`src/rtl/answer_table_if.sv`:
```
// Read/write bus of the telemetry answer-word table.
// Master is the sequencer/host side, slave is the table.
interface answer_table_if #(
  parameter int unsigned DATA_W = 8,
  parameter int unsigned ADDR_W = 5
);
  logic              rd_en;
  logic [ADDR_W-1:0] addr;
  logic [DATA_W-1:0] data;
  logic              data_vld;
  logic              rd_err;
  logic              wr_en;
  logic [ADDR_W-1:0] wr_addr;
  logic [DATA_W-1:0] wr_data;
  logic [DATA_W-1:0] frame_cnt;
  logic              cnt_wrap;

  modport master (
    output rd_en, addr, wr_en, wr_addr, wr_data,
    input  data, data_vld, rd_err, frame_cnt, cnt_wrap
  );

  modport slave (
    input  rd_en, addr, wr_en, wr_addr, wr_data,
    output data, data_vld, rd_err, frame_cnt, cnt_wrap
  );
endinterface

```
`src/rtl/answer_table.sv`:
```
// Answer-word table: frame counter, writable table
// entries and a running per-frame checksum word.
module answer_table #(
  parameter int unsigned DATA_W = 8,
  parameter int unsigned ADDR_W = 5,
  parameter int unsigned DEPTH  = 20,
  parameter int unsigned CHK_EN = 1
) (
  input logic clk,
  input logic rst,
  answer_table_if.slave bus
);
  localparam logic [ADDR_W:0] DEP =
    (ADDR_W+1)'(DEPTH);
  localparam logic [ADDR_W-1:0] LAST =
    ADDR_W'(DEPTH-1);

  logic [DATA_W-1:0] tbl [DEPTH];
  logic [DATA_W-1:0] cnt;
  logic [DATA_W-1:0] acc;
  logic [DATA_W-1:0] data_q;
  logic [DATA_W-1:0] rdata;
  logic              armed;
  logic              vld_q;
  logic              err_q;
  logic              wrap_q;
  logic              rd_ok;
  logic              rd0;
  logic              rdl;
  logic              rdm;
  logic              wr_tbl;
  logic              wr_cnt;
  logic              bump;

  assign rd_ok  = {1'b0, bus.addr} < DEP;
  assign rd0    = bus.addr == '0;
  assign rdl    = bus.addr == LAST;
  assign rdm    = rd_ok && !rd0 && !rdl;
  assign wr_cnt = bus.wr_en && bus.wr_addr == '0;
  assign wr_tbl = bus.wr_en && bus.wr_addr != '0
               && {1'b0, bus.wr_addr} < DEP;
  assign bump   = bus.rd_en && rdl && armed;

  // Select the word a read at this address returns.
  always_comb begin
    rdata = '0;
    unique case (1'b1)
      rd0:     rdata = cnt;
      rdm:     rdata = tbl[bus.addr];
      rdl:     rdata = (CHK_EN != 0) ? acc
                                     : tbl[bus.addr];
      default: rdata = '0;
    endcase
  end

  // Registered read port; data holds between reads.
  always_ff @(posedge clk) begin
    if (rst) begin
      data_q <= '0;
      vld_q  <= 1'b0;
      err_q  <= 1'b0;
    end else begin
      vld_q <= bus.rd_en;
      err_q <= bus.rd_en && !rd_ok;
      if (bus.rd_en) data_q <= rdata;
    end
  end

  // Table storage; reads see the pre-write value.
  always_ff @(posedge clk) begin
    if (rst) begin
      for (int k = 0; k < int'(DEPTH); k++)
        tbl[k] <= DATA_W'(10 * k);
    end else if (wr_tbl) begin
      tbl[bus.wr_addr] <= bus.wr_data;
    end
  end

  // Checksum accumulator and one-shot arming flag.
  always_ff @(posedge clk) begin
    if (rst) begin
      acc   <= '0;
      armed <= 1'b1;
    end else if (bus.rd_en) begin
      if (rd0) begin
        acc   <= cnt;
        armed <= 1'b1;
      end else if (rdm) begin
        acc <= acc + tbl[bus.addr];
      end else if (bump) begin
        armed <= 1'b0;
      end
    end
  end

  // Frame counter; a host preset beats the increment.
  always_ff @(posedge clk) begin
    if (rst) begin
      cnt    <= '0;
      wrap_q <= 1'b0;
    end else begin
      wrap_q <= bump && !wr_cnt && (cnt == '1);
      if (wr_cnt)    cnt <= bus.wr_data;
      else if (bump) cnt <= cnt + 1'b1;
    end
  end

  assign bus.data      = data_q;
  assign bus.data_vld  = vld_q;
  assign bus.rd_err    = err_q;
  assign bus.frame_cnt = cnt;
  assign bus.cnt_wrap  = wrap_q;
endmodule

```
`src/flat_wrapper.sv`:
```
// flat-port wrapper written by rule: the top's interface ports become plain ports
module answer_table_flat 
#(
  parameter int unsigned DATA_W = 8,
  parameter int unsigned ADDR_W = 5,
  parameter int unsigned DEPTH  = 20,
  parameter int unsigned CHK_EN = 1
)
  (clk, rst, bus_rd_en, bus_addr, bus_wr_en, bus_wr_addr, bus_wr_data, bus_data, bus_data_vld, bus_rd_err, bus_frame_cnt, bus_cnt_wrap);
  answer_table_if #(.DATA_W(DATA_W), .ADDR_W(ADDR_W)) bus_i ();
  input logic clk;
  input logic rst;
  input wire logic [$bits(bus_i.rd_en)-1:0] bus_rd_en;
  input wire logic [$bits(bus_i.addr)-1:0] bus_addr;
  input wire logic [$bits(bus_i.wr_en)-1:0] bus_wr_en;
  input wire logic [$bits(bus_i.wr_addr)-1:0] bus_wr_addr;
  input wire logic [$bits(bus_i.wr_data)-1:0] bus_wr_data;
  output wire logic [$bits(bus_i.data)-1:0] bus_data;
  output wire logic [$bits(bus_i.data_vld)-1:0] bus_data_vld;
  output wire logic [$bits(bus_i.rd_err)-1:0] bus_rd_err;
  output wire logic [$bits(bus_i.frame_cnt)-1:0] bus_frame_cnt;
  output wire logic [$bits(bus_i.cnt_wrap)-1:0] bus_cnt_wrap;
  assign bus_i.rd_en = bus_rd_en;
  assign bus_i.addr = bus_addr;
  assign bus_i.wr_en = bus_wr_en;
  assign bus_i.wr_addr = bus_wr_addr;
  assign bus_i.wr_data = bus_wr_data;
  assign bus_data = bus_i.data;
  assign bus_data_vld = bus_i.data_vld;
  assign bus_rd_err = bus_i.rd_err;
  assign bus_frame_cnt = bus_i.frame_cnt;
  assign bus_cnt_wrap = bus_i.cnt_wrap;
  answer_table #(.DATA_W(DATA_W), .ADDR_W(ADDR_W), .DEPTH(DEPTH), .CHK_EN(CHK_EN)) u_core (.clk(clk), .rst(rst), .bus(bus_i));
endmodule
```
`config.mk`:
```
export PLATFORM = sky130hd
export DESIGN_NAME = answer_table_flat
export DESIGN_NICKNAME = d
export VERILOG_FILES = /design/src/rtl/answer_table_if.sv /design/src/rtl/answer_table.sv /design/src/flat_wrapper.sv
export SDC_FILE = /design/constraint.sdc
export NUM_CORES = 1
export LEC_CHECK = 0
export CAP_MARGIN = 25
export CORE_MARGIN = 10
export CORE_UTILIZATION = 30
export DETAILED_ROUTE_END_ITERATION = 7
export DONT_BUFFER_PORTS = 1
export REMOVE_ABC_BUFFERS = 1
export SETUP_SLACK_MARGIN = 0.05
export SYNTH_ARGS = -nofsm -noshare
export SYNTH_HDL_FRONTEND = slang
export SYNTH_SLANG_ARGS = --single-unit
```
`constraint.sdc`:
```
create_clock -name clk -period 9.31 [get_ports clk]
set_input_delay 1.862 -clock clk [delete_from_list [all_inputs] [get_ports clk]]
set_output_delay 1.862 -clock clk [all_outputs]
set_load 0.01 [all_outputs]
```
After elaboration in Yosys (flattened, before gate mapping)

Memory sizes are Yosys's and may differ from the RTL's.
Index checks and enable logic that the tools add are counted.

Logic and storage cells: 54
Memories: 1
Output and inout bits: 19
Bits in registers: 28
RAM bits: 160

Order comparisons: 2
Equality and inequality tests: 3
Add/subtract/negate cells: 2
Mux-type cells: 16
Reductions and logical operators: 23

Memories:

| name       | depth | bits a word | rd ports | clocked after Yosys merged registers in | write ports | line               | text |
|---|---|---|---|---|---|---|---|
| u_core.tbl | 20    | 8           | 1        | 0                                       | 20          | answer_table.sv:18 | `logic [DATA_W-1:0] tbl [DEPTH];` |

Operators with widths:

| cell                | number |
|---|---|
| $mux 8              | 5 |
| $pmux 8 s3          | 1 |
| $logic_and 1x1->1   | 10 |
| $logic_not 5->1     | 2 |
| $lt 5x5->1 const B  | 2 |
| $mux 1              | 9 |
| $add 8x1->8 const B | 1 |
| $add 8x8->8         | 1 |
| $eq 8x8->1 const B  | 1 |
| $reduce_or 8->1     | 1 |
| $reduce_bool 2->1   | 3 |
| $eq 5x5->1 const B  | 1 |
| $mux 5              | 1 |
| $reduce_bool 5->1   | 1 |
| $logic_not 1->1     | 4 |
| $reduce_and 3->1    | 1 |
| $ne 2x1->1 const B  | 1 |
| $reduce_and 2->1    | 1 |

Depth between registers and ports, before layout

Gate-level depths: netlist of the first run.

Depth after elaboration: 8
Depth in mapped cells: 16
Mapped depth without buffers: 14

Worst setup path after synthesis of the first run

OpenSTA, ideal clock, no wires.

Path type: input to register
Start point: input port bus_addr[0]
End point: register u_core.acc[7]
Library setup time: 0.101 ns
Slack: 4.261 ns
Required time: 9.209 ns
Arrival time: 4.948 ns
Stages: 14
Cells stage by stage: buf_2 buf_2 mux4_2 mux4_2 nand2_1 nand2_1 ha_1 a21oi_1 o211ai_1 o21ai_0 nand2_1 a21oi_1 xor3_1 o41ai_1

Cells in the longest elaborated chain, start to end: 6
Elaborated cells between the ends (all ways): 13
Those cells by class: 1 x add/sub; 1 x order compare; 1 x eq/ne; 2 x mux; 7 x reduce/logical; 1 x memory

RTL lines:

| what                                                                 | line               | text |
|---|---|---|
| from (decl)                                                          | flat_wrapper.sv:14 | `input wire logic [$bits(bus_i.addr)-1:0] bus_addr;` |
| parallel branches: the longest is 6 deep, another holds $mem_v2 20x8 | -                  |  |
| to (signal assigned)                                                 | answer_table.sv:86 | `acc <= cnt;` |
| to (signal assigned)                                                 | answer_table.sv:89 | `acc <= acc + tbl[bus.addr];` |
| to (decl)                                                            | answer_table.sv:20 | `logic [DATA_W-1:0] acc;` |

Several ways; the timed one is not identified. The select of a mux whose other input is x is not followed.
A chain may end at the register's enable or synchronous reset.

Final worst setup path of the first run

Ends and elaborated chain as after synthesis.

==> run_results.csv, run 1 <==
group,metric,value,unit
sta,rsz0062_at_grt,"no",
outcome,status,"complete, no violations",
synthesis,synth.cell_area,12600,µm²
floorplanning,start_util,30.2,%
setup_path,endpoint_kind,"register",
sta,fin_crit,4.36,ns
setup_path,arrival,4.81,ns
route,drt_iter0_drc,517,
finish,layout-drive-gt1-share,15.9,%
clock_tree,ctsHoldBuffers,0,
route,viasPerCell,4.79,
route,vias,7007,
sta,finClkSkew,0.0219,ns
synthesis,yosysWarnings,0,
min_path,hp-class,"reg2reg",
clock_tree,cts_root_buf,"clkbuf_16",
setup_path,critPathKind,"in2reg",
route,drtAntennaViolNets,0,
sta,min_period_over_period,46.8,%
clock_tree,cts_buffer_depth,3,
clock_tree,clock_latency,0.58,ns
floorplanning,die_w,225,µm
sta,slew_headroom,34.7,%
floorplanning,fp.dieH,225,µm
place,numPortBuffers,0,
route,drt_wl_total,29200,µm
pwr,p_leak,4.89,nW
flow_run,drv_cap,0,
synthesis,synth.distinct_cells,49,
setup_path,r2r_setup_slack,5.87,ns
setup_path,crit_required,9.76,ns
finish,area_growth,14.1,%
finish,layout.nets,931,
sta,fin_setup_tns,0,ns
synthesis,ys_ff_latch,284,
setup_path,startpoint_type,"input port",
floorplanning,ios,41,
synthesis,synth-edff-count,256,
pwr,power.density,197,nW/µm²
clock_tree,path_clk_slew,0.06,ns
setup_path,crit_fanout,69,
floorplanning,design.core.area,41800,µm²
synthesis,synth_flop_cell,"edfxtp_1",
finish,final_cell_mix,"256 x edfxtp_1, 104 x conb_1, 90 x and2_1, 76 x mux4_2, 57 x or3_1",
route,wl_per_cell,20.0,µm
route,dr.pass1.iters,5,
sta,tightest_slew,0.974,ns
clock_tree,cts_max_level,1,
global_route,overflow,0,
clock_tree,cts_resized,0,
synthesis,synthArstFlopShare,0,%
clock_tree,cts_buffers,30,
floorplanning,die-area,50700,µm²
pwr,peakVddDrop,0.114,mV
global_route,grtUsageTotal,11.7,%
finish,final_area,14400,µm²
clock_tree,post_cts_buffers,0,
sta,finalSetupViolations,0,
global_route,grt_pass1_wl,44800,µm
route,drc_errors,0,
sta,timing.fmax,229,MHz
finish,antenna_cells,0,
place,dp_hpwl,18200,µm
floorplanning,rows,75,
sta,maxSlewViolCount,0,
place,gp_congestion,0.825,
synthesis,syn_inst,818,
synthesis,syn_avg_cell_area,15.4,µm²
global_route,grt_max_degree,70,
global_route,grt_pass1_vias,7138,
finish,layout_commonest_cell,"edfxtp_1",
clock_tree,cts_tree,"yes",
global_route,antenna_found_initial,0,
clock_tree,clkSinkCount,284,
place,dpl_cell_area,13500,µm²
synthesis,yosysSeqAreaShare,65.3,%
sta,hold_viol_final,0,
[registers in the layout, summed over array words and instances (netlist names)]
signal	count
u_core.tbl	256
u_core.acc	8
u_core.bus.data	8
u_core.bus.frame_cnt	8
u_core.armed	1
u_core.bus.cnt_wrap	1
u_core.bus.data_vld	1
u_core.bus.rd_err	1
[critical path, cell delays in order]
cell      delay [ns]
mux4_2          0.50
mux4_2          0.51
nand2_1         0.09
nand2_1         0.10
ha_1            0.29
a21oi_1         0.18
o211ai_1        0.14
o21ai_0         0.22
nand2_1         0.08
a21oi_1         0.20
xor3_1          0.33
o41ai_1         0.25
[synth_stat cells (2+ instances only)]
| library cell | instances | share of area, % |
|---|---|---|
| a211oi_1 | 14 | 0.83 |
| a21oi_1 | 9 | 0.36 |
| a222oi_1 | 6 | 0.48 |
| and2_1 | 90 | 4.5 |
| buf_1 | 3 | 0.089 |
| buf_2 | 9 | 0.36 |
| buf_4 | 2 | 0.12 |
| buf_6 | 4 | 0.36 |
| clkbuf_1 | 42 | 1.2 |
| dfxtp_1 | 28 | 4.4 |
| edfxtp_1 | 256 | 61 |
| ha_1 | 8 | 0.79 |
| inv_1 | 9 | 0.27 |
| mux2i_1 | 7 | 0.55 |
| mux4_2 | 76 | 14 |
| nand2_1 | 52 | 1.5 |
| nand2b_1 | 11 | 0.54 |
| nand3_1 | 9 | 0.36 |
| nand3b_1 | 3 | 0.18 |
| nand4_1 | 3 | 0.15 |
| nand4b_1 | 2 | 0.14 |
| nor2_1 | 42 | 1.2 |
| nor3_1 | 7 | 0.28 |
| o211ai_1 | 4 | 0.24 |
| o21ai_0 | 10 | 0.40 |
| o21ai_1 | 4 | 0.16 |
| or2_2 | 23 | 1.1 |
| or3_1 | 57 | 2.8 |
| xnor2_1 | 3 | 0.21 |
| xor2_1 | 6 | 0.42 |
[per-layer routing]
| layer | track usage (%) | up-vias | wire, µm |
|---|---|---|---|
| li1 | - | 3197 | - |
| met1 | 15.5 | 3585 | 13000 |
| met2 | 18.4 | 194 | 13400 |
| met3 | 3.75 | 31 | 2430 |
| met4 | 2.20 | 0 | 425 |
| met5 | 0 | - | 0 |
[per-stage QoR]
stage	instances	utilization (%)	worst slack, ns	total power [W]	hold slack, ns
floorplan	861	-	4.78	0.00166	0.455
global placement	1406	32.3	4.46	0.00172	0.495
detailed placement	1406	32.3	4.37	0.00172	0.499
CTS	1462	34.5	4.95	0.00286	0.511
global route	1463	34.5	4.76	0.00294	0.523
finish	1463	34.5	4.95	0.00284	0.502
[final cells by class]
class                           instances  area [µm²]
Fill cell                            3974       27400
Sequential cell                       284        8250
Multi-Input combinational cell        567        4460
Clock buffer                           39         785
Tap cell                              539         674
Clock inverter                         17         141
Timing Repair Buffer                    7        56.3
Inverter                               10        37.5
[final timing paths]
path | cells past startpoint | startpoint | to
setup / recovery | 12 | bus_addr[0] | u_core.acc[7]
hold / removal | 2 | u_core.bus.data[4] | u_core.bus.data[4]
setup reg to reg | 12 | u_core.tbl[11][1] | u_core.acc[7]
hold reg to reg | 2 | u_core.bus.data[4] | u_core.bus.data[4]
[power by group]
part	switching [W]	internal, W	leakage [nW]
Clock	0.000494	0.000647	0.444
Sequential	0.0000272	0.00147	2.73
Combinational	0.0000943	0.000102	1.72
[cells by family (layout without fill, tap and decap cells)]
kind of cell,Yosys count,in the layout,share of synthesized area [%]
XOR/XNOR,10,10,0.812
AO/OA/AOI/OAI,56,56,3.03
adder cells (fa/ha/maj),9,9,0.951
multiplexers,84,84,14.2
buffers and inverters,70,73,2.47
flip-flops,284,284,65.3
other,1,104,0.0297
AND/OR/NAND/NOR,304,304,13.2
Power figures use the tool's default switching activity.
==> run 2: changes to the inputs <==
Clock period 9.31 ns to 4.05 ns, I/O delays scaled along.
==> run 2 against run 1 <==
  * Total power rose by 140%
  * Count of clock-buffer cells in the layout fell by 2
  * Global-route usage barely moved
  * Sequential share of layout area fell by 0.61 points
  * First-iteration DRC count rose by 16%
  * Register-to-register slack got worse by 5.2 ns
  * Cell count rose by 0.34%
  * Core utilization rose by 0.37 points
  * Sequential cell count did not move
  * Combinational power rose by 130%
  * Non-clock buffer count rose by 4
  * Clock skew fell by 0.0087 ns
  * Critical endpoint unchanged
  * Largest cell class unchanged
==> run_results.csv, run 2 (synthesis results as in run 1) <==
group,metric,value,unit
place,numPortBuffers,0,
finish,area_growth,15.3,%
pwr,p_switching,0.00144,W
finish,layout.nets,935,
place,pre_cts_ws,0.218,ns
place,dp_hpwl,18300,µm
clock_tree,clock_latency,0.57,ns
min_path,hp-start,"bus_wr_data[3]",
flow_run,drv_cap,0,
route,vias,7054,
outcome,status,"complete, no violations",
setup_path,reg2reg_to,"u_core.acc[7]",
sta,tightest_slew,0.899,ns
place,gp_congestion,0.793,
global_route,grt_pass1_vias,7233,
sta,fin_setup_tns,0,ns
floorplanning,rows,75,
clock_tree,cts_buffer_depth,3,
setup_path,crit_path_frequent_cell,"nand2_1",
sta,maxSlewViolCount,0,
floorplanning,ios,41,
sta,fin_ws,0.668,ns
setup_path,critPathMaxStageDelay,0.51,ns
finish,regArea,8250,µm²
sta,finalSetupViolations,0,
setup_path,critPathKind,"reg2reg",
floorplanning,fp.dieH,225,µm
setup_path,endpoint_kind,"register",
route,drc_errors,0,
min_path,min_to,"u_core.tbl[26][3]",
floorplanning,die-area,50700,µm²
setup_path,r2r_cells,12,
global_route,grt_max_degree,70,
pwr,pwr-share-comb,6.6,%
setup_path,arrival,3.85,ns
pwr,clockPowerShare,43.0,%
finish,largest_register_ffs,256,
clock_tree,post_cts_buffers,0,
clock_tree,path_clk_slew,0.06,ns
route,wl_per_cell,19.9,µm
setup_path,cp_top_family,"multiplexers",
clock_tree,cts_max_level,1,
finish,nFillCells,4000,
route,drt_iter0_drc,599,
finish,top_register,"u_core.tbl",
clock_tree,cts_tree,"yes",
route,drtAntennaViolNets,0,
sta,hold_viol_final,0,
clock_tree,cts_resized,0,
finish,layout-drive-gt1-share,17.0,%
sta,rsz0062_at_grt,"no",
sta,min_period_over_period,83.5,%
finish,final_cell_mix,"256 x edfxtp_1, 104 x conb_1, 90 x and2_1, 76 x mux4_2, 57 x or3_1",
pwr,power.density,470,nW/µm²
pwr,peakVddDrop,0.261,mV
floorplanning,design.core.area,41800,µm²
sta,slew_headroom,39.9,%
floorplanning,start_util,30.2,%
finish,layout_commonest_cell,"edfxtp_1",
route,viasPerCell,4.81,
global_route,antenna_found_initial,1,
setup_path,r2r_setup_slack,0.67,ns
global_route,overflow,0,
clock_tree,cts_root_buf,"clkbuf_16",
min_path,hp-class,"in2reg",
clock_tree,clkSinkCount,284,
setup_path,crit_fanout,3,
global_route,grt_pass1_wl,45100,µm
clock_tree,ctsHoldBuffers,0,
pwr,intPower,0.00540,W
route,drt_wl_total,29200,µm
setup_path,reg2reg_from,"u_core.tbl[11][1]",
sta,fin_crit,3.38,ns
pwr,p_leak,4.98,nW
sta,timing.fmax,296,MHz
pwr,p_sw_share,21.1,%
floorplanning,die_w,225,µm
setup_path,path_buf_inv,0,
route,dr.pass1.iters,5,
sta,finClkSkew,0.0131,ns
setup_path,crit_chain,"mux4_2, mux4_2, nand2_1, nand2_1, ha_1, a21oi_1, o211ai_1, o21ai_0, nand2_1, a21oi_1, xor3_1, o41ai_1",
clock_tree,cts_buffers,30,
setup_path,crit_required,4.51,ns
min_path,holdPathStages,0,
global_route,grtUsageTotal,11.6,%
setup_path,crit_slowest_cell,"mux4_2",
pwr,p_seq_share,50.4,%
setup_path,startpoint_type,"register",
finish,multiInputGateArea,4460,µm²
## run 2: cell count changes in the layout (fill, tap and decap cells not counted), sizes merged
cell / delta
buf: +4
bufinv: +4
clkbuf: -2
clkinv: -1
clkinvlp: -1
diode: +1
## run 2: worst reg2reg max path, cell delays in order, from the launching register on
cell and delay [ns]:
edfxtp_1 0.42, mux4_2 0.49, mux4_2 0.51, nand2_1 0.09, nand2_1 0.11, ha_1 0.29, a21oi_1 0.20, o211ai_1 0.15
o21ai_0 0.22, nand2_1 0.08, a21oi_1 0.18, xor3_1 0.32, o41ai_1 0.22
## run 2: per-stage QoR
step | cells | total power (W) | hold WS (ns) | instance area (µm²) | utilization [%]
2_1_floorplan | 861 | 0.00383 | 0.455 | 12700 | -
3_3_place_gp | 1411 | 0.00395 | 0.496 | 13500 | 32.3
3_5_place_dp | 1411 | 0.00396 | 0.497 | 13500 | 32.3
4_1_cts | 1467 | 0.00689 | 0.314 | 14600 | 34.9
5_1_grt | 1467 | 0.00706 | 0.313 | 14600 | 34.9
6_report | 1468 | 0.00684 | 0.344 | 14600 | 34.9
## run 2: per-layer routing
layer  routed length [µm]  share of wire [%]  up-vias  global-route usage, %
met5                    0                  0        -                      0
met4                  622                2.1        0                   2.72
met3                 1940                6.7       42                   2.64
met2                13400                 46      202                   18.2
met1                13200                 45     3606                   16.0
li1                     -                  -     3204                      -
## run 2: worst max path at each step
| stage | start | slack (ns) | to | cells past startpoint |
|---|---|---|---|---|
| final | u_core.tbl[11][1] | 0.67 | u_core.acc[7] | 12 |
| after global routing | u_core.tbl[11][1] | 0.39 | u_core.acc[7] | 12 |
| after CTS | u_core.tbl[11][1] | 0.68 | u_core.acc[7] | 12 |
| after detailed placement | bus_addr[0] | 0.22 | u_core.acc[6] | 14 |
| after global placement | bus_addr[0] | 0.25 | u_core.acc[6] | 14 |
| after floorplan | bus_addr[0] | 0.57 | u_core.acc[7] | 12 |
## run 2: final cells by class
cell class / instances / area share [%]
Antenna cell: 1 / 0.0172
Tap cell: 539 / 4.63
Clock buffer: 37 / 5.47
Sequential cell: 284 / 56.6
Timing Repair Buffer: 11 / 0.567
Multi-Input combinational cell: 567 / 30.7
Clock inverter: 19 / 1.76
Inverter: 10 / 0.258
## run 2: power groups by stage
stage          combinational, W  sequential (W)  clock (W)
2_1_floorplan          0.000345         0.00348          0
5_1_grt                0.000494         0.00346    0.00311
3_3_place_gp           0.000448         0.00350          0
4_1_cts                0.000453         0.00345    0.00299
6_report               0.000452         0.00345    0.00294
3_5_place_dp           0.000452         0.00351          0
